==> config.mk <==
export PLATFORM = sky130hd
export DESIGN_NAME = fsm_fib_ctrl
export DESIGN_NICKNAME = d
export VERILOG_FILES = /design/src/rtl/cpu_ctrl_pkg.sv /design/src/rtl/rot3_ptr.sv /design/src/rtl/fsm_fib_ctrl.sv
export SDC_FILE = /design/constraint.sdc
export NUM_CORES = 1
export LEC_CHECK = 0
export CORE_AREA = 2 2 74 76
export CTS_BUF_LIST = sky130_fd_sc_hd__clkbuf_4 sky130_fd_sc_hd__clkbuf_8
export CTS_CLUSTER_SIZE = 14
export DETAILED_ROUTE_END_ITERATION = 16
export DIE_AREA = 0 0 76 78
export PLACE_DENSITY = 0.83
export SYNTH_ARGS = -nofsm -noshare
export SYNTH_HDL_FRONTEND = slang
export SYNTH_SLANG_ARGS = --single-unit
export TNS_END_PERCENT = 50
==> constraint.sdc <==
create_clock -name clk -period 1.9 [get_ports clk]
set_clock_uncertainty 0.1 [all_clocks]
set_input_delay 0.38 -clock clk [delete_from_list [all_inputs] [get_ports clk]]
set_output_delay 0.38 -clock clk [all_outputs]
set_load 0.02 [all_outputs]
==> src/rtl/cpu_ctrl_pkg.sv <==
// Shared definitions for the CPU control FSMs: ALU opcodes, FSM state encoding
// and operand-select widths.
package cpu_ctrl_pkg;

    localparam int OPC_WIDTH = 8;
    localparam int SEL_WIDTH = 5;
    localparam int STATE_W   = 4;

    localparam logic [OPC_WIDTH-1:0] ALU_NOP = 8'h00;
    localparam logic [OPC_WIDTH-1:0] ALU_MOV = 8'h01;
    localparam logic [OPC_WIDTH-1:0] ALU_AND = 8'h02;
    localparam logic [OPC_WIDTH-1:0] ALU_OR  = 8'h03;
    localparam logic [OPC_WIDTH-1:0] ALU_XOR = 8'h04;
    localparam logic [OPC_WIDTH-1:0] ALU_ADD = 8'h05;
    localparam logic [OPC_WIDTH-1:0] ALU_SUB = 8'h06;

    localparam logic [STATE_W-1:0] S_IDLE  = 4'd0;
    localparam logic [STATE_W-1:0] S_LOAD0 = 4'd1;
    localparam logic [STATE_W-1:0] S_LOAD1 = 4'd2;
    localparam logic [STATE_W-1:0] S_STEP  = 4'd3;
    localparam logic [STATE_W-1:0] S_DONE  = 4'd4;

    function automatic logic [1:0] mod3_inc(input logic [1:0] v);
        return (v == 2'd2) ? 2'd0 : v + 2'd1;
    endfunction

endpackage

==> src/rtl/rot3_ptr.sv <==
// Mod-3 rotation pointer for the three working Fibonacci registers; exposes the
// current slot and the next two slots in rotation order.
module rot3_ptr
    import cpu_ctrl_pkg::*;
(
    input  logic       clk,
    input  logic       reset,
    input  logic       clear,
    input  logic       advance,
    output logic [1:0] rot,
    output logic [1:0] rot_p1,
    output logic [1:0] rot_p2
);

    logic [1:0] rot_q;

    // NOTE: flops use non-blocking assignments so every register samples pre-edge values.
    always_ff @(posedge clk or negedge reset) begin
        if (!reset) begin
            rot_q <= 2'd0;
        end else if (clear) begin
            rot_q <= 2'd0;
        end else if (advance) begin
            rot_q <= mod3_inc(rot_q);
        end
    end

    assign rot    = rot_q;
    assign rot_p1 = mod3_inc(rot_q);
    assign rot_p2 = mod3_inc(rot_p1);

endmodule

==> src/rtl/fsm_fib_ctrl.sv <==
// Fibonacci sequencing controller: drives register enables, operand selects and
// ALU controls so the datapath builds F0..F(n-1) in three rotating registers.
module fsm_fib_ctrl
    import cpu_ctrl_pkg::*;
#(
    parameter int                DATA_W    = 16,
    parameter int                NUM_REGS  = 16,
    parameter int                SEL_W     = SEL_WIDTH,
    parameter int                OPC_W     = OPC_WIDTH,
    parameter logic [OPC_W-1:0]  OP_ADD    = OPC_W'(ALU_ADD),
    parameter int                REG_BASE  = 1,
    parameter int                MAX_TERMS = 24
) (
    input  logic                clk,
    input  logic                reset,
    input  logic                start,
    input  logic                abort,
    input  logic [7:0]          n_terms,
    output logic [DATA_W-1:0]   immediate,
    output logic [NUM_REGS-1:0] enable,
    output logic [SEL_W-1:0]    control1,
    output logic [SEL_W-1:0]    control2,
    output logic                imm_control,
    output logic [OPC_W-1:0]    opcode,
    output logic                buff_en,
    output logic                busy,
    output logic                done,
    output logic [7:0]          term_idx,
    output logic [SEL_W-1:0]    result_sel
);

    logic [STATE_W-1:0] state_q;
    logic [STATE_W-1:0] state_d;
    logic [7:0]         n_eff_q;
    logic [7:0]         step_q;
    logic [7:0]         n_clamp;
    logic [7:0]         term_cur;
    logic [SEL_W-1:0]   result_sel_q;
    logic [SEL_W-1:0]   dest_sel;
    logic [1:0]         rot;
    logic [1:0]         rot_p1;
    logic [1:0]         rot_p2;
    logic               accept;
    logic               writing;

    rot3_ptr u_rot (
        .clk     (clk),
        .reset   (reset),
        .clear   (state_q == S_LOAD1),
        .advance (state_q == S_STEP),
        .rot     (rot),
        .rot_p1  (rot_p1),
        .rot_p2  (rot_p2)
    );

    assign n_clamp = (n_terms > 8'(MAX_TERMS)) ? 8'(MAX_TERMS) : n_terms;
    assign accept  = (state_q == S_IDLE) && start && !abort;
    assign writing = (state_q == S_LOAD0) || (state_q == S_LOAD1) || (state_q == S_STEP);

    // NOTE: every always_comb output gets a default first so no path can infer a latch.
    always_comb begin
        term_cur = 8'd0;
        dest_sel = '0;
        case (state_q)
            S_LOAD0: begin
                term_cur = 8'd0;
                dest_sel = SEL_W'(REG_BASE);
            end
            S_LOAD1: begin
                term_cur = 8'd1;
                dest_sel = SEL_W'(REG_BASE + 1);
            end
            S_STEP: begin
                term_cur = step_q + 8'd2;
                dest_sel = SEL_W'(REG_BASE) + SEL_W'(rot_p2);
            end
            default: ;
        endcase
    end

    always_comb begin
        state_d = state_q;
        case (state_q)
            S_IDLE:  if (accept) state_d = (n_clamp == 8'd0) ? S_DONE : S_LOAD0;
            S_LOAD0: state_d = (n_eff_q == 8'd1) ? S_DONE : S_LOAD1;
            S_LOAD1: state_d = (n_eff_q == 8'd2) ? S_DONE : S_STEP;
            S_STEP:  if (term_cur == n_eff_q - 8'd1) state_d = S_DONE;
            S_DONE:  state_d = S_IDLE;
            default: state_d = S_IDLE;
        endcase
        // Abort overrides any transition and drops the run without a done pulse.
        if (abort && state_q != S_IDLE) begin
            state_d = S_IDLE;
        end
    end

    always_ff @(posedge clk or negedge reset) begin
        if (!reset) begin
            state_q      <= S_IDLE;
            n_eff_q      <= 8'd0;
            step_q       <= 8'd0;
            result_sel_q <= '0;
        end else begin
            state_q <= state_d;
            if (accept) begin
                n_eff_q <= n_clamp;
            end
            if (state_q == S_LOAD1) begin
                step_q <= 8'd0;
            end else if (state_q == S_STEP) begin
                step_q <= step_q + 8'd1;
            end
            if (writing) begin
                result_sel_q <= dest_sel;
            end
        end
    end

    // Moore datapath decode; loads add the immediate to register 0, which reads as zero.
    always_comb begin
        immediate   = '0;
        enable      = '0;
        control1    = '0;
        control2    = '0;
        imm_control = 1'b0;
        opcode      = '0;
        buff_en     = 1'b0;
        term_idx    = 8'd0;
        if (writing) begin
            enable   = NUM_REGS'(1) << dest_sel;
            opcode   = OP_ADD;
            buff_en  = 1'b1;
            term_idx = term_cur;
        end
        case (state_q)
            S_LOAD0: imm_control = 1'b1;
            S_LOAD1: begin
                imm_control = 1'b1;
                immediate   = DATA_W'(1);
            end
            S_STEP: begin
                control1 = SEL_W'(REG_BASE) + SEL_W'(rot);
                control2 = SEL_W'(REG_BASE) + SEL_W'(rot_p1);
            end
            default: ;
        endcase
    end

    assign busy       = writing;
    assign done       = (state_q == S_DONE);
    assign result_sel = result_sel_q;

endmodule
==> reports/summary.txt <==
outcome = finished with violations
failing checks = negative setup slack
final setup violation count = 23
Layout area overhead = 53.79%
capturing point of the worst reg2reg path = state_q[2]$_DFFE_PN0P_
Die H = 78 um
total global routing track utilization = 18.39%
Setup WS post-layout = -0.2380 ns
Final Max Tran Viols = 0
Core Box Area = 5042 um2
RSZ-0062 raised after global routing = true
share of layout cells above drive strength 1 = 43.82%
cell area after placement = 2851 um2
Via Count = 1984
total negative slack = -2.889 ns
Clk pwr share = 12.7%
Pint = 0.001661 W
Switching Share = 42.66%
worst path bufs/invs = 1
Combinational Power Share = 63.9%
TritonRoute pass-1 iters = 4
Overflow after GRT = 0
Initial Util = 40.92%
antenna viol nets, final = 0
kind of end point of the critical path = output pin
DR vias/cell = 4.839
cell count along the critical path = 5
Arr. time, crit path = 1.66 ns
CTS tree = yes
Post-Syn Area = 2063 um2
crit path cell chain = ha_4, nand3_4, or3_4, a21oi_4, buf_6
CP Data Required Time = 1.42 ns
CP endpoint = term_idx[7]
DR WL/cell = 14.01 um
CP top delay family = simple AND/OR/NAND/NOR gates
Yosys top cell by area = dfrtp_1
Routed WL = 5746 um
Clock Sinks = 24
maxcap violations = 0
critical path class = flip-flop to output pin
peak supply drop = 511.5 uV
number of global-route vias before repair = 1974
critical path peak fanout = 3
post-synth cell types = 49
#FFs+latches synth = 24
DP Wirelength = 4005 um
Setup WS pre-CTS = -0.4813 ns
gpl congestion = 0.7785
clock network latency to the later pin of the worst-skew pair = 0.28 ns
H-tree levels = 1
first-pass GRT wire length = 9045 um
I/O pin cnt = 79
Tcrit/Tclk final = 112.5%
PortBufs = 41
largest cells by area after synthesis = dfrtp_1 (29%), buf_4 (16%), ha_1 (6.1%), xnor2_1 (4.7%), a22o_1 (3.8%)
R2R cell count = 9
Final #Nets = 363
die area = 5928 um2
Post-synth top flop = dfrtp_1
Power Dens Cells = 913.0 nW/um2
Max stage delay on crit path = 0.43 ns
Syn Inst Count = 242
min cycle time layout = 2.138 ns
Final Hold Fails = 0
Syn Area/Cell = 8.526 um2
largest net degree at the start of global routing = 25
NetSw = 0.001236 W
Power Total = 0.002897 W
Synth top area share = 29.11%
startpoint type of the worst setup path = flip-flop
clk buf depth = 2
Post-synth top cells = buf_4 (43), dfrtp_1 (24), nand2_1 (18)
design area = 3173 um2
Worst Hold Class = input pin to asynchronous set/reset pin
site row count = 26
Worst-path clk slew = 0.09 ns
Post-route DRC = 0
register area share after synthesis = 29.11%
CTS buffer count = 3
f_max = 467.7 MHz
Ys Warns = 0
EDFF count, synth = 0
R2R Setup Slk = -0.21 ns
cell with the most instances after synthesis = buf_4
clock root buffer = clkbuf_8
Reg power frac = 23.4%
fraction of registers with async set/reset = 100.0%
worst r2r src = step_q[2]$_DFFE_PN0N_
crit path launch = step_q[2]$_DFFE_PN0N_
slowest CP cell = dfrtp_2
Core Util, Final = 62.93%
DR iter-0 viols = 156
Die Span X = 76 um
hold_buf cts = 0
initial antenna violation count = 0
# diodes = 0
cell leakage power = 1.507 nW
==> flip-flops by register name (all words and copies together), names as in the netlist <==
| signal | cells |
|---|---|
| step_q | 8 |
| u_rot.rot | 2 |
| result_sel | 3 |
| state_q | 3 |
| n_eff_q | 8 |
==> worst min-delay path by stage <==
stage / endpoint / cells past startpoint
6_report: step_q[6]$_DFFE_PN0N_ / 2
5_1_grt: step_q[5]$_DFFE_PN0N_ / 2
4_1_cts: step_q[5]$_DFFE_PN0N_ / 2
3_5_place_dp: result_sel[2]$_DFFE_PN0P_ / 2
3_3_place_gp: result_sel[2]$_DFFE_PN0P_ / 2
2_1_floorplan: n_eff_q[0]$_DFFE_PN0P_ / 0
==> layout make-up <==
cell class,instances,area [um2]
Clock buffer,4,55.05
Fill cell,400,1869
Inverter,8,37.54
Multi-Input combinational cell,194,1460
Sequential cell,24,605.6
Tap cell,70,87.58
Timing Repair Buffer,110,927.1
==> logic make-up (layout without fill, tap and decap cells) <==
kind of cell,Yosys count,after routing,share of synthesized area (%)
XOR/XNOR,14,14,5.943
AO/OA/AOI/OAI,48,48,16.68
buffers and inverters,60,122,19.65
AND/OR/NAND/NOR,84,84,21.89
other,1,37,0.1818
multiplexers,1,1,0.4852
flip-flops,24,24,29.11
adder cells (fa/ha/maj),10,10,6.064
==> cell usage in the layout (no fill, tap or decap), types with 5 or more instances in the layout <==
cell / count
o21ai_0: 9
nand2_1: 17
and2_1: 7
buf_4: 64
nor2_1: 10
clkdlybuf4s50_1: 14
xnor2_1: 9
and2_4: 5
a22o_1: 9
ha_4: 6
buf_6: 17
dfrtp_1: 20
buf_2: 9
a21oi_1: 5
conb_1: 37
==> repair_timing <==
action,4_1_cts,5_1_grt
setup buffers,5,4
resized for setup,162,20
pin swaps,11,14
setup endpoints to repair,30,27
==> metal layers <==
metal | share of wire [%] | up-vias | track usage [%]
met3 | 5.0 | 7 | 3.023
met5 | 0 | - | 0
met2 | 51 | 64 | 34.46
met4 | 1.2 | 0 | 4.182
met1 | 43 | 956 | 22.05
li1 | - | 957 | -
==> stage by stage <==
stage	hold WS, ns	std cells
floorplan	-0.01559	278
global placement	0.3892	397
detailed placement	0.4010	397
CTS	0.3778	406
global route	0.3895	410
finish	0.3604	410
==> power groups by stage <==
stage / combinational, W / clock (W) / sequential [W]
after detailed placement: 0.00148 / 0 / 0.000674
after floorplan: 0.000889 / 0 / 0.000718
final: 0.00185 / 0.000367 / 0.000679
after global routing: 0.00198 / 0.000384 / 0.000690
after CTS: 0.00167 / 0.000369 / 0.000666
after global placement: 0.00143 / 0 / 0.000665
(Power assumes the default switching activity.)
